## src/rtl/gonso_sequencer_if.sv

```systemverilog
// Pattern-memory read port between the gonso sequencer (master) and the shared 64x8 pattern RAM (slave).
interface gonso_sequencer_if;
    logic       cs_n;
    logic [5:0] addr;
    logic [7:0] rdata;

    modport master (output cs_n, output addr, input rdata);
    modport slave  (input cs_n, input addr, output rdata);
endinterface

```

## src/rtl/gonso_sequencer.sv

```systemverilog
// Serial pattern sequencer: fetches bytes from pattern RAM and shifts them out at a prescaled bit rate.
// Optional macro GONSO_SEQ_LSB_FIRST_EN selects LSB-first shifting (default MSB first).
module gonso_sequencer #(
    parameter int PSIZE = 32
) (
    input  logic             clk,
    input  logic             reset,
    input  logic             controller_en,
    input  logic [PSIZE-1:0] prescale,
    input  logic             polarity,
    input  logic [5:0]       w_first,
    input  logic [5:0]       w_last,
    input  logic [3:0]       w_count,
    input  logic             start,
    output logic             progress,
    output logic             done,
    output logic             dout,
    output logic             tick,
    gonso_sequencer_if.master mem
);

    typedef enum logic [1:0] {IDLE, FETCH, WAIT, SHIFT} state_t;

    state_t           state_reg;
    logic             progress_reg;
    logic             done_reg;
    logic             cs_n_reg;
    logic [5:0]       addr_reg;
    logic             tick_reg;
    logic             dout_reg;
    logic             rd_valid_reg;
    logic [7:0]       byte_buf_reg;
    logic [7:0]       shreg_reg;
    logic [2:0]       bit_cnt_reg;
    logic [PSIZE-1:0] cnt_reg;
    logic [PSIZE-1:0] pre_reg;
    logic             pol_reg;
    logic [5:0]       first_reg;
    logic [5:0]       last_reg;
    logic [3:0]       count_reg;
    logic [5:0]       word_reg;
    logic [3:0]       pass_reg;
    logic             last_byte_reg;

`ifdef GONSO_SEQ_LSB_FIRST_EN
    function automatic logic head_bit(input logic [7:0] b);
        return b[0];
    endfunction
    function automatic logic [7:0] advance(input logic [7:0] b);
        return {1'b0, b[7:1]};
    endfunction
`else
    function automatic logic head_bit(input logic [7:0] b);
        return b[7];
    endfunction
    function automatic logic [7:0] advance(input logic [7:0] b);
        return {b[6:0], 1'b0};
    endfunction
`endif

    // word_reg/pass_reg name the byte most recently requested from memory
    logic       is_final;
    logic [5:0] next_word;
    logic [3:0] next_pass;
    logic       load_byte;

    assign is_final  = (word_reg == last_reg) && (pass_reg == count_reg);
    assign next_word = (word_reg == last_reg) ? first_reg : word_reg + 6'd1;
    assign next_pass = (word_reg == last_reg) ? pass_reg + 4'd1 : pass_reg;
    assign load_byte = controller_en &&
                       ((state_reg == WAIT) ||
                        (state_reg == SHIFT && tick_reg && bit_cnt_reg == 3'd7 && !last_byte_reg));

    always_ff @(posedge clk) begin
        if (reset) begin
            state_reg     <= IDLE;
            progress_reg  <= 1'b0;
            done_reg      <= 1'b0;
            cs_n_reg      <= 1'b1;
            addr_reg      <= 6'd0;
            tick_reg      <= 1'b0;
            dout_reg      <= 1'b0;
            rd_valid_reg  <= 1'b0;
            byte_buf_reg  <= 8'd0;
            shreg_reg     <= 8'd0;
            bit_cnt_reg   <= 3'd0;
            cnt_reg       <= '0;
            pre_reg       <= '0;
            pol_reg       <= 1'b0;
            first_reg     <= 6'd0;
            last_reg      <= 6'd0;
            count_reg     <= 4'd0;
            word_reg      <= 6'd0;
            pass_reg      <= 4'd0;
            last_byte_reg <= 1'b0;
        end else begin
            done_reg     <= 1'b0;
            cs_n_reg     <= 1'b1;
            tick_reg     <= 1'b0;
            rd_valid_reg <= ~cs_n_reg;
            if (rd_valid_reg)
                byte_buf_reg <= mem.rdata;

            if (state_reg != IDLE && !controller_en) begin
                state_reg    <= IDLE;
                progress_reg <= 1'b0;
                dout_reg     <= polarity;
            end else begin
                case (state_reg)
                    IDLE: begin
                        dout_reg <= polarity;
                        if (start && controller_en) begin
                            pre_reg      <= prescale;
                            pol_reg      <= polarity;
                            first_reg    <= w_first;
                            last_reg     <= w_last;
                            count_reg    <= w_count;
                            word_reg     <= w_first;
                            pass_reg     <= 4'd0;
                            addr_reg     <= w_first;
                            cs_n_reg     <= 1'b0;
                            progress_reg <= 1'b1;
                            state_reg    <= FETCH;
                        end
                    end
                    FETCH: state_reg <= WAIT;
                    WAIT: begin
                        shreg_reg   <= mem.rdata;
                        dout_reg    <= head_bit(mem.rdata) ^ pol_reg;
                        cnt_reg     <= '0;
                        bit_cnt_reg <= 3'd0;
                        tick_reg    <= (pre_reg == '0);
                        state_reg   <= SHIFT;
                    end
                    SHIFT: begin
                        if (tick_reg) begin
                            cnt_reg <= '0;
                            if (bit_cnt_reg == 3'd7) begin
                                if (last_byte_reg) begin
                                    state_reg    <= IDLE;
                                    progress_reg <= 1'b0;
                                    done_reg     <= 1'b1;
                                    dout_reg     <= polarity;
                                end else begin
                                    // next byte was prefetched into the buffer; no gap between bytes
                                    shreg_reg   <= byte_buf_reg;
                                    dout_reg    <= head_bit(byte_buf_reg) ^ pol_reg;
                                    bit_cnt_reg <= 3'd0;
                                    tick_reg    <= (pre_reg == '0);
                                end
                            end else begin
                                shreg_reg   <= advance(shreg_reg);
                                dout_reg    <= head_bit(advance(shreg_reg)) ^ pol_reg;
                                bit_cnt_reg <= bit_cnt_reg + 3'd1;
                                tick_reg    <= (pre_reg == '0);
                            end
                        end else begin
                            cnt_reg  <= cnt_reg + PSIZE'(1);
                            tick_reg <= ((cnt_reg + PSIZE'(1)) == pre_reg);
                        end
                    end
                    default: state_reg <= IDLE;
                endcase
            end

            // first cycle of every byte: request the following byte, if any
            if (load_byte) begin
                last_byte_reg <= is_final;
                if (!is_final) begin
                    word_reg <= next_word;
                    pass_reg <= next_pass;
                    addr_reg <= next_word;
                    cs_n_reg <= 1'b0;
                end
            end
        end
    end

    assign progress = progress_reg;
    assign done     = done_reg;
    assign dout     = dout_reg;
    assign tick     = tick_reg;
    assign mem.cs_n = cs_n_reg;
    assign mem.addr = addr_reg;

endmodule

```

## src/flat_wrapper.sv

```systemverilog
// flat-port wrapper written by rule: the top's interface ports become plain ports
module gonso_sequencer_flat 
#(
    parameter int PSIZE = 32
)
  (clk, reset, controller_en, prescale, polarity, w_first, w_last, w_count, start, progress, done, dout, tick, mem_cs_n, mem_addr, mem_rdata);
  gonso_sequencer_if mem_i ();
  input  logic clk;
  input  logic reset;
  input  logic controller_en;
  input  logic [PSIZE-1:0] prescale;
  input  logic polarity;
  input  logic [5:0] w_first;
  input  logic [5:0] w_last;
  input  logic [3:0] w_count;
  input  logic start;
  output logic progress;
  output logic done;
  output logic dout;
  output logic tick;
  output wire logic [$bits(mem_i.cs_n)-1:0] mem_cs_n;
  output wire logic [$bits(mem_i.addr)-1:0] mem_addr;
  input wire logic [$bits(mem_i.rdata)-1:0] mem_rdata;
  assign mem_cs_n = mem_i.cs_n;
  assign mem_addr = mem_i.addr;
  assign mem_i.rdata = mem_rdata;
  gonso_sequencer #(.PSIZE(PSIZE)) u_core (.clk(clk), .reset(reset), .controller_en(controller_en), .prescale(prescale), .polarity(polarity), .w_first(w_first), .w_last(w_last), .w_count(w_count), .start(start), .progress(progress), .done(done), .dout(dout), .tick(tick), .mem(mem_i));
endmodule
```

## config.mk

```make
export PLATFORM = sky130hd
export DESIGN_NAME = gonso_sequencer_flat
export DESIGN_NICKNAME = d
export VERILOG_FILES = /design/src/rtl/gonso_sequencer_if.sv /design/src/rtl/gonso_sequencer.sv /design/src/flat_wrapper.sv
export SDC_FILE = /design/constraint.sdc
export NUM_CORES = 1
export LEC_CHECK = 0
export CAP_MARGIN = 20
export CORE_MARGIN = 3
export CORE_UTILIZATION = 55
export CTS_CLUSTER_DIAMETER = 200
export CTS_CLUSTER_SIZE = 10
export DETAILED_ROUTE_END_ITERATION = 10
export PLACE_DENSITY_LB_ADDON = 0.05
export SYNTH_ARGS = -nofsm -noshare
export SYNTH_HDL_FRONTEND = slang
export SYNTH_SLANG_ARGS = --single-unit
```

## constraint.sdc

```tcl
create_clock -name clk -period 3.5 [get_ports clk]
set_clock_uncertainty 0.2 [all_clocks]
set_input_delay 0.35 -clock clk [delete_from_list [all_inputs] [get_ports clk]]
set_output_delay 0.35 -clock clk [all_outputs]
set_load 0.01 [all_outputs]
```

**Yosys cells after proc, flatten, opt, wreduce, memory -nomap -nowiden**

Cells that the tools add are included.

- Flip-flop bits (word level): 124
- Logic and storage cells: 122

- Add/sub/neg operators: 4
- Equal/unequal tests: 14
- Multiplexer cells: 52
- Bitwise logic cells: 8
- Reductions and logical operators: 24

Operator list:

| operator | number |
|---|---|
| $mux W6 | 11 |
| $pmux W32 S2 | 1 |
| $add A32 B1 Y32 const B | 1 |
| $eq A32 B32 Y1 | 1 |
| $logic_not A32 Y1 | 1 |
| $mux W32 | 1 |
| $mux W4 | 6 |
| $mux W7 | 3 |
| $mux W1 | 17 |
| $pmux W7 S2 | 1 |
| $mux W3 | 3 |
| $mux W2 | 4 |
| $pmux W2 S4 | 1 |
| $reduce_and A4 Y1 | 2 |
| $logic_and A1 B1 Y1 | 7 |
| $add A6 B1 Y6 const B | 1 |
| $eq A6 B6 Y1 | 1 |
| $ne A2 B1 Y1 const B | 3 |
| $ne A3 B2 Y1 const B | 2 |
| $pmux W3 S2 | 1 |
| $reduce_bool A2 Y1 | 3 |
| $not A1 Y1 | 5 |
| $reduce_and A5 Y1 | 1 |
| $reduce_or A5 Y1 | 1 |
| 18 further kinds | 24 |

**Depth between registers and ports, before layout**

- Word-level depth: 7
- Depth in mapped cells: 11

**Worst setup path after synthesis**

No wires, ideal clock.

- Kind: flip-flop to flip-flop
- From: register u_core.cnt_reg[17]
- To: register u_core.tick_reg (netlist: u_core.tick)
- Setup time: 87 ps
- Arrival time: 2367 ps
- Setup slack: 846 ps
- Cell stages (with the launch flop): 10
- Cells stage by stage: dfxtp_1 > clkbuf_1 > and3_1 > clkbuf_1 > nand3_1 > or4_2 > xnor2_1 > a211oi_1 > nand4_1 > o31ai_1

- Longest elaborated chain between the ends: 4

RTL lines:

| what | RTL line | text |
|---|---|---|
| start, declared | gonso_sequencer.sv:35 | `logic [PSIZE-1:0] cnt_reg;` |
| start signal, assigned | gonso_sequencer.sv:158 | `cnt_reg <= cnt_reg + PSIZE'(1);` |
| $add A32 B1 Y32 | gonso_sequencer.sv:159 | `tick_reg <= ((cnt_reg + PSIZE'(1)) == pre_reg);` |
| $eq A32 B32 Y1 | gonso_sequencer.sv:159 |  |
| $mux W1 | gonso_sequencer.sv:136 | `if (tick_reg) begin` |
| $pmux W1 S2 | gonso_sequencer.sv:109 | `case (state_reg)` |
| end signal, assigned | gonso_sequencer.sv:132 | `tick_reg <= (pre_reg == '0);` |
| end signal, assigned | gonso_sequencer.sv:155 | `tick_reg <= (pre_reg == '0);` |
| end signal, assigned | gonso_sequencer.sv:159 |  |
| end, declared | gonso_sequencer.sv:29 | `logic tick_reg;` |

Every way passes these cells.
A chain may end at the register's enable or synchronous reset.

**Worst setup path after layout**

- From: register u_core.cnt_reg[8]
- To: register u_core.tick_reg (netlist: u_core.tick)

Same word-level chain as after synthesis.

==> impl_metrics.ini <==
[yosys]
synth-simple-area-share_pct = 27.5
avgSynthCellArea_um2 = 7.76
synthMuxAreaShare_pct = 3.72
yosysWarningCount = 0
synthFlopType = dfxtp_1
synth_top_family_by_area = simple AND/OR/NAND/NOR gates
synth_xor_area_share_pct = 8.28
synth_edf_count = 0
syn_area_um2 = 6560
ys_seq_area_share_pct = 37.9
synthAdderAreaFrac_pct = 1.72
synth-seq-cells = 124
netlist_instances = 845
synth-async-reset-ratio_pct = 0
syn-num-nets = 915
synth-compound-area-share_pct = 16.4
ys_types = 62

[pwr]
ir_drop_v = 0.000422
finalPower_uw = 4500
p_leak_uw = 0.00280
powerDensity_nw_per_um2 = 571

[global_route]
grt_pass1_vias = 5737
overflow = 0
grtUsageTotal_pct = 26.3
antenna_found_initial = 0
grt_max_degree = 103
grt_pass1_wl_um = 27700

[route]
ant_nets = 0
drt_iter0_drc = 558
vias = 6222
drt-vias-per-instance = 5.95
routedWlPerCell_um = 16.5
route.detailed.drc = 0
drt_pass1_iterations = 5
postRouteWirelength_um = 17200

[cells_and_area]
final_common_cell = nand2_1
final_cell_mix = nand2_1, dfxtp_1, a21oi_1, nor2_1, clkdlybuf4s50_1
fillers = 945
fin_util_pct = 68.4
drive_above_1_share_pct = 7.54
syn_to_final_growth_pct = 20.2
fin_cells = 1045
nets = 959
diodes = 0

[floorplanning]
num_rows = 39
die_h_um = 115
coreArea_um2 = 11500
initial_utilization_pct = 56.9
dieArea_um2 = 13300
io_pins = 72
dieWidth_um = 115

[clock_network]
cts_hold_buffers = 0
cts_tree = yes
clockBufferDepth = 2
h-tree-depth = 4
cts.root.buffer_cell = clkbuf_16
post_cts_buffers = 0
clock_sinks = 124
cts_made_buffers = 17
worstSkewPairLatency_ps = 420
clk_pin_slew_ps = 50
post_cts_resized = 0

[worst_setup_path]
rrSetupSlack_ps = 410
crit_type = flop to flop
r2r-start = u_core.cnt_reg[8]
crit_start = u_core.cnt_reg[8]
start_kind = flop
reg2reg_depth = 7
worstPathArrival_ps = 3230
critPathMaxFanout = 13
crit_path_end = u_core.tick
end_kind = flop
cp.required_ps = 3640
rr_endpoint = u_core.tick

[sta]
hold_violations = 0
period_needed_ps = 3090
holdWs_ps = 26.6
fin_crit_sh_pct = 88.2
rsz0062_at_grt = false
max_freq_mhz = 324
setup_tns_ps = 0
slew_viol_final = 0
relSlewSlack_pct = 31.8
setup_viol = 0
worst_slew_pin_slew_ps = 1020

[place]
place_congestion = 0.889
io_buffer_count = 71
place_inst = 1013
hpwl_um = 12000

[worst_hold_path]
hp-class = primary input to flop
worstHoldStart = reset

[job]
maxCapViolations = 0

[status]
status = complete, no violations
==> worst min-delay path by stage <==
| stage | to | slack [ps] | cells after the start |
|---|---|---|---|
| 2_1_floorplan | u_core.rd_valid_reg | 230 | 1 |
| 3_3_place_gp | u_core.rd_valid_reg | 190 | 1 |
| 3_5_place_dp | u_core.rd_valid_reg | 200 | 1 |
| 4_1_cts | u_core.last_reg[4] | 8 | 2 |
| 5_1_grt | u_core.last_reg[4] | 20 | 2 |
| 6_report | u_core.first_reg[0] | 30 | 2 |
==> Yosys cell counts (3+ instances only) <==
cell | number | area, µm²
a31oi_1 | 5 | 31.3
nor2_1 | 71 | 267
a211oi_1 | 9 | 67.6
nor3_1 | 23 | 115
and4_1 | 3 | 26.3
nor3b_1 | 4 | 30.0
buf_4 | 4 | 30.0
mux2_2 | 3 | 33.8
or4_1 | 3 | 22.5
a22oi_1 | 3 | 22.5
buf_1 | 6 | 22.5
nor2b_1 | 4 | 25.0
a311oi_1 | 7 | 61.3
dfxtp_1 | 124 | 2480
and3_1 | 10 | 62.6
ha_1 | 9 | 113
nor4_1 | 17 | 106
o21ai_0 | 26 | 130
nand3b_1 | 5 | 37.5
xnor2_1 | 40 | 350
inv_1 | 6 | 22.5
mux2i_1 | 21 | 210
nor4_2 | 3 | 37.5
nand4_1 | 20 | 125
nand3_1 | 19 | 95.1
buf_6 | 3 | 33.8
nand2b_1 | 3 | 18.8
and4_2 | 3 | 30.0
clkbuf_1 | 45 | 169
or3_1 | 3 | 18.8
a21o_1 | 5 | 37.5
o22ai_1 | 4 | 25.0
o211ai_1 | 3 | 22.5
nand2_1 | 166 | 623
a21oi_1 | 114 | 571
xor2_1 | 22 | 193
==> logic make-up (layout without fill, tap and decap cells) <==
group,count (synthesis),in the layout
XOR/XNOR,62,62
multiplexers,24,24
buffers and inverters,66,123
adder cells (fa/ha/maj),9,9
AND/OR/NAND/NOR,371,371
flip-flops,124,124
AO/OA/AOI/OAI,189,189
==> area by class of cell <==
class	instances	area [µm²]	share of cell area, %
Multi-Input combinational cell	655	3790	48.1
Sequential cell	124	2480	31.5
Timing Repair Buffer	85	813	10.3
Clock buffer	22	474	6.02
Tap cell	143	179	2.27
Clock inverter	10	115	1.46
Inverter	6	22.5	0.286
==> worst max-delay path: stages (launching register included) <==
cell and delay (ps):
dfxtp_1 600, nand4_4 210, or4_4 580, or4_2 720, xnor2_1 150, a211oi_1 170
nand4_1 130, o31ai_1 240
==> through the flow <==
stage / setup WS [ps] / area, µm²
floorplan: 846 / 6560
global placement: 489 / 7290
detailed placement: 420 / 7290
CTS: 417 / 7880
global route: 266 / 7880
finish: 412 / 7880
==> metal layers <==
metal / GRT usage [%] / routed length [µm] / up-vias / part of all wire [%]
met4: 10.0 / 344 / 0 / 2.0
met2: 41.7 / 8130 / 216 / 47
li1: - / - / 3052 / -
met3: 6.05 / 1120 / 29 / 6.5
met5: 0 / 0 / - / 0
met1: 34.8 / 7630 / 2925 / 44
==> power by group <==
group	switching [µW]	internal, µW	leakage (µW)
registers	135	1550	0.00101
logic	633	455	0.00151
clock network	625	1100	0.000282
total	1390	3110	0.00280
(Power assumes the default switching activity.)
==> RTL change: new RTL, same flow settings <==
Put one more register stage on the output `dout`, without a reset. The value now appears one clock later. The other outputs are not delayed to match.
--- a/src/rtl/gonso_sequencer.sv
+++ b/src/rtl/gonso_sequencer.sv
@@ -178,7 +178,9 @@
 
     assign progress = progress_reg;
     assign done     = done_reg;
-    assign dout     = dout_reg;
+    always_ff @(posedge clk) begin
+        dout <= dout_reg;
+    end
     assign tick     = tick_reg;
     assign mem.cs_n = cs_n_reg;
     assign mem.addr = addr_reg;
Check against the original RTL: not equivalent (Yosys sat finds a counterexample within 4 cycles, from zero or initial values and one cycle with reset high).
==> RTL change against the original RTL <==
Area after synthesis rose by 0.31%; final area rose by 0.75%; via count is 0.84% lower; total power rose by 3.0%; die area rose by 0.29%; sequential cell count rose by 1; setup slack worse by 0.055 ns; wire length decreased by 0.71%; cell count unchanged; critical endpoint unchanged; highest routed layer unchanged.
==> RTL change: results (changes against the original RTL) <==
Status: finished clean
Peak VDD IR: 0.433 mV (+2.7%)
Total GRT Usage: 0.260 (-0.00223)
Synth top area cells: dfxtp_1 (38%), nand2_1 (9.5%), a21oi_1 (8.7%)
Leakage power: 0.00283 uW (+1.2%)
CTS buffer count: 17 (unchanged)
Worst slew margin: 0.357 (+0.0388)
Placed inst area: 0.00729 mm2 (+0.10%)
DRT Wirelength: 17100 um (-0.71%)
Hold Crit Start: reset
Sequential area share after synthesis: 0.381 (+0.00189)
FF-to-FF End: u_core.tick
Final HPWL DP: 11800 um (-1.7%)
Max clock buf depth: 2 (unchanged)
Layout cell share with drive strength beyond 1: 0.0743 (-0.00111)
CP max stage delay: 0.74 ns (+0.02 ns)
Number of fill cells: 973 (+3.0%)
First-pass GRT wire length: 27800 um (+0.35%)
H-Tree Level Count: 4 (unchanged)
P_sw: 1390 uW (about the same)
Hold path endpoint: u_core.shreg_reg[5]
XOR/XNOR share of the synthesized area: 0.0826 (-0.000252)
Clk root buf: clkbuf_16
Mux contribution to synthesized area: 0.0371 (-0.000113)
Synth Net Count: 916 (+0.11%)
Worst Hold Slack: 0.0746 ns (+0.0480 ns)
Synth Area in Adders: 0.0171 (-0.0000523)
Arrival @ worst endpoint: 3.27 ns (+0.04 ns)
Initial DRC count: 506 (-9.3%)
Largest net degree at the start of global routing: 92 (-11%)
Initial antenna violation count: 0 (unchanged)
Commonest cells in the netlist: nand2_1 (166), dfxtp_1 (125), a21oi_1 (114), nor2_1 (71), clkbuf_1 (45)
Vias in the first global route: 5739 (+0.035%)
Cell count after synthesis: 846 (+0.12%)
R2R setup slack: 0.36 ns (-0.06 ns)
GP Congestion: 0.882 (-0.85%)
Pre-CTS WS: 0.369 ns (-0.0515 ns)
DR vias/cell: 5.90 (-0.84%)
Wire per inst: 16.4 um (-0.71%)
Compound-cell area share of the yosys netlist: 0.163 (-0.000499)
## RTL change: power by group through the flow
stage / Sequential [uW] / Clock [uW] / Combinational [uW]
2_1_floorplan: 1700 / 0 / 727
3_3_place_gp: 1720 / 0 / 1030
3_5_place_dp: 1730 / 0 / 1050
4_1_cts: 1700 / 1900 / 1060
5_1_grt: 1720 / 1960 / 1180
6_report: 1700 / 1880 / 1060
## RTL change: metal layers
layer / GRT usage / vias to the layer above / share of wire
met5: 0 / - / 0
met1: 0.351 / 2899 / 0.45
li1: - / 3048 / -
met3: 0.0568 / 25 / 0.061
met4: 0.0837 / 0 / 0.015
met2: 0.417 / 198 / 0.48
## RTL change: cell type report
class / instances / area [um2] / share of cell area
Clock buffer: 24 / 512 / 0.0645
Clock inverter: 8 / 129 / 0.0162
Inverter: 6 / 22.5 / 0.00284
Multi-Input combinational cell: 655 / 3780 / 0.477
Sequential cell: 125 / 2500 / 0.315
Tap cell: 143 / 179 / 0.0225
Timing Repair Buffer: 84 / 806 / 0.102
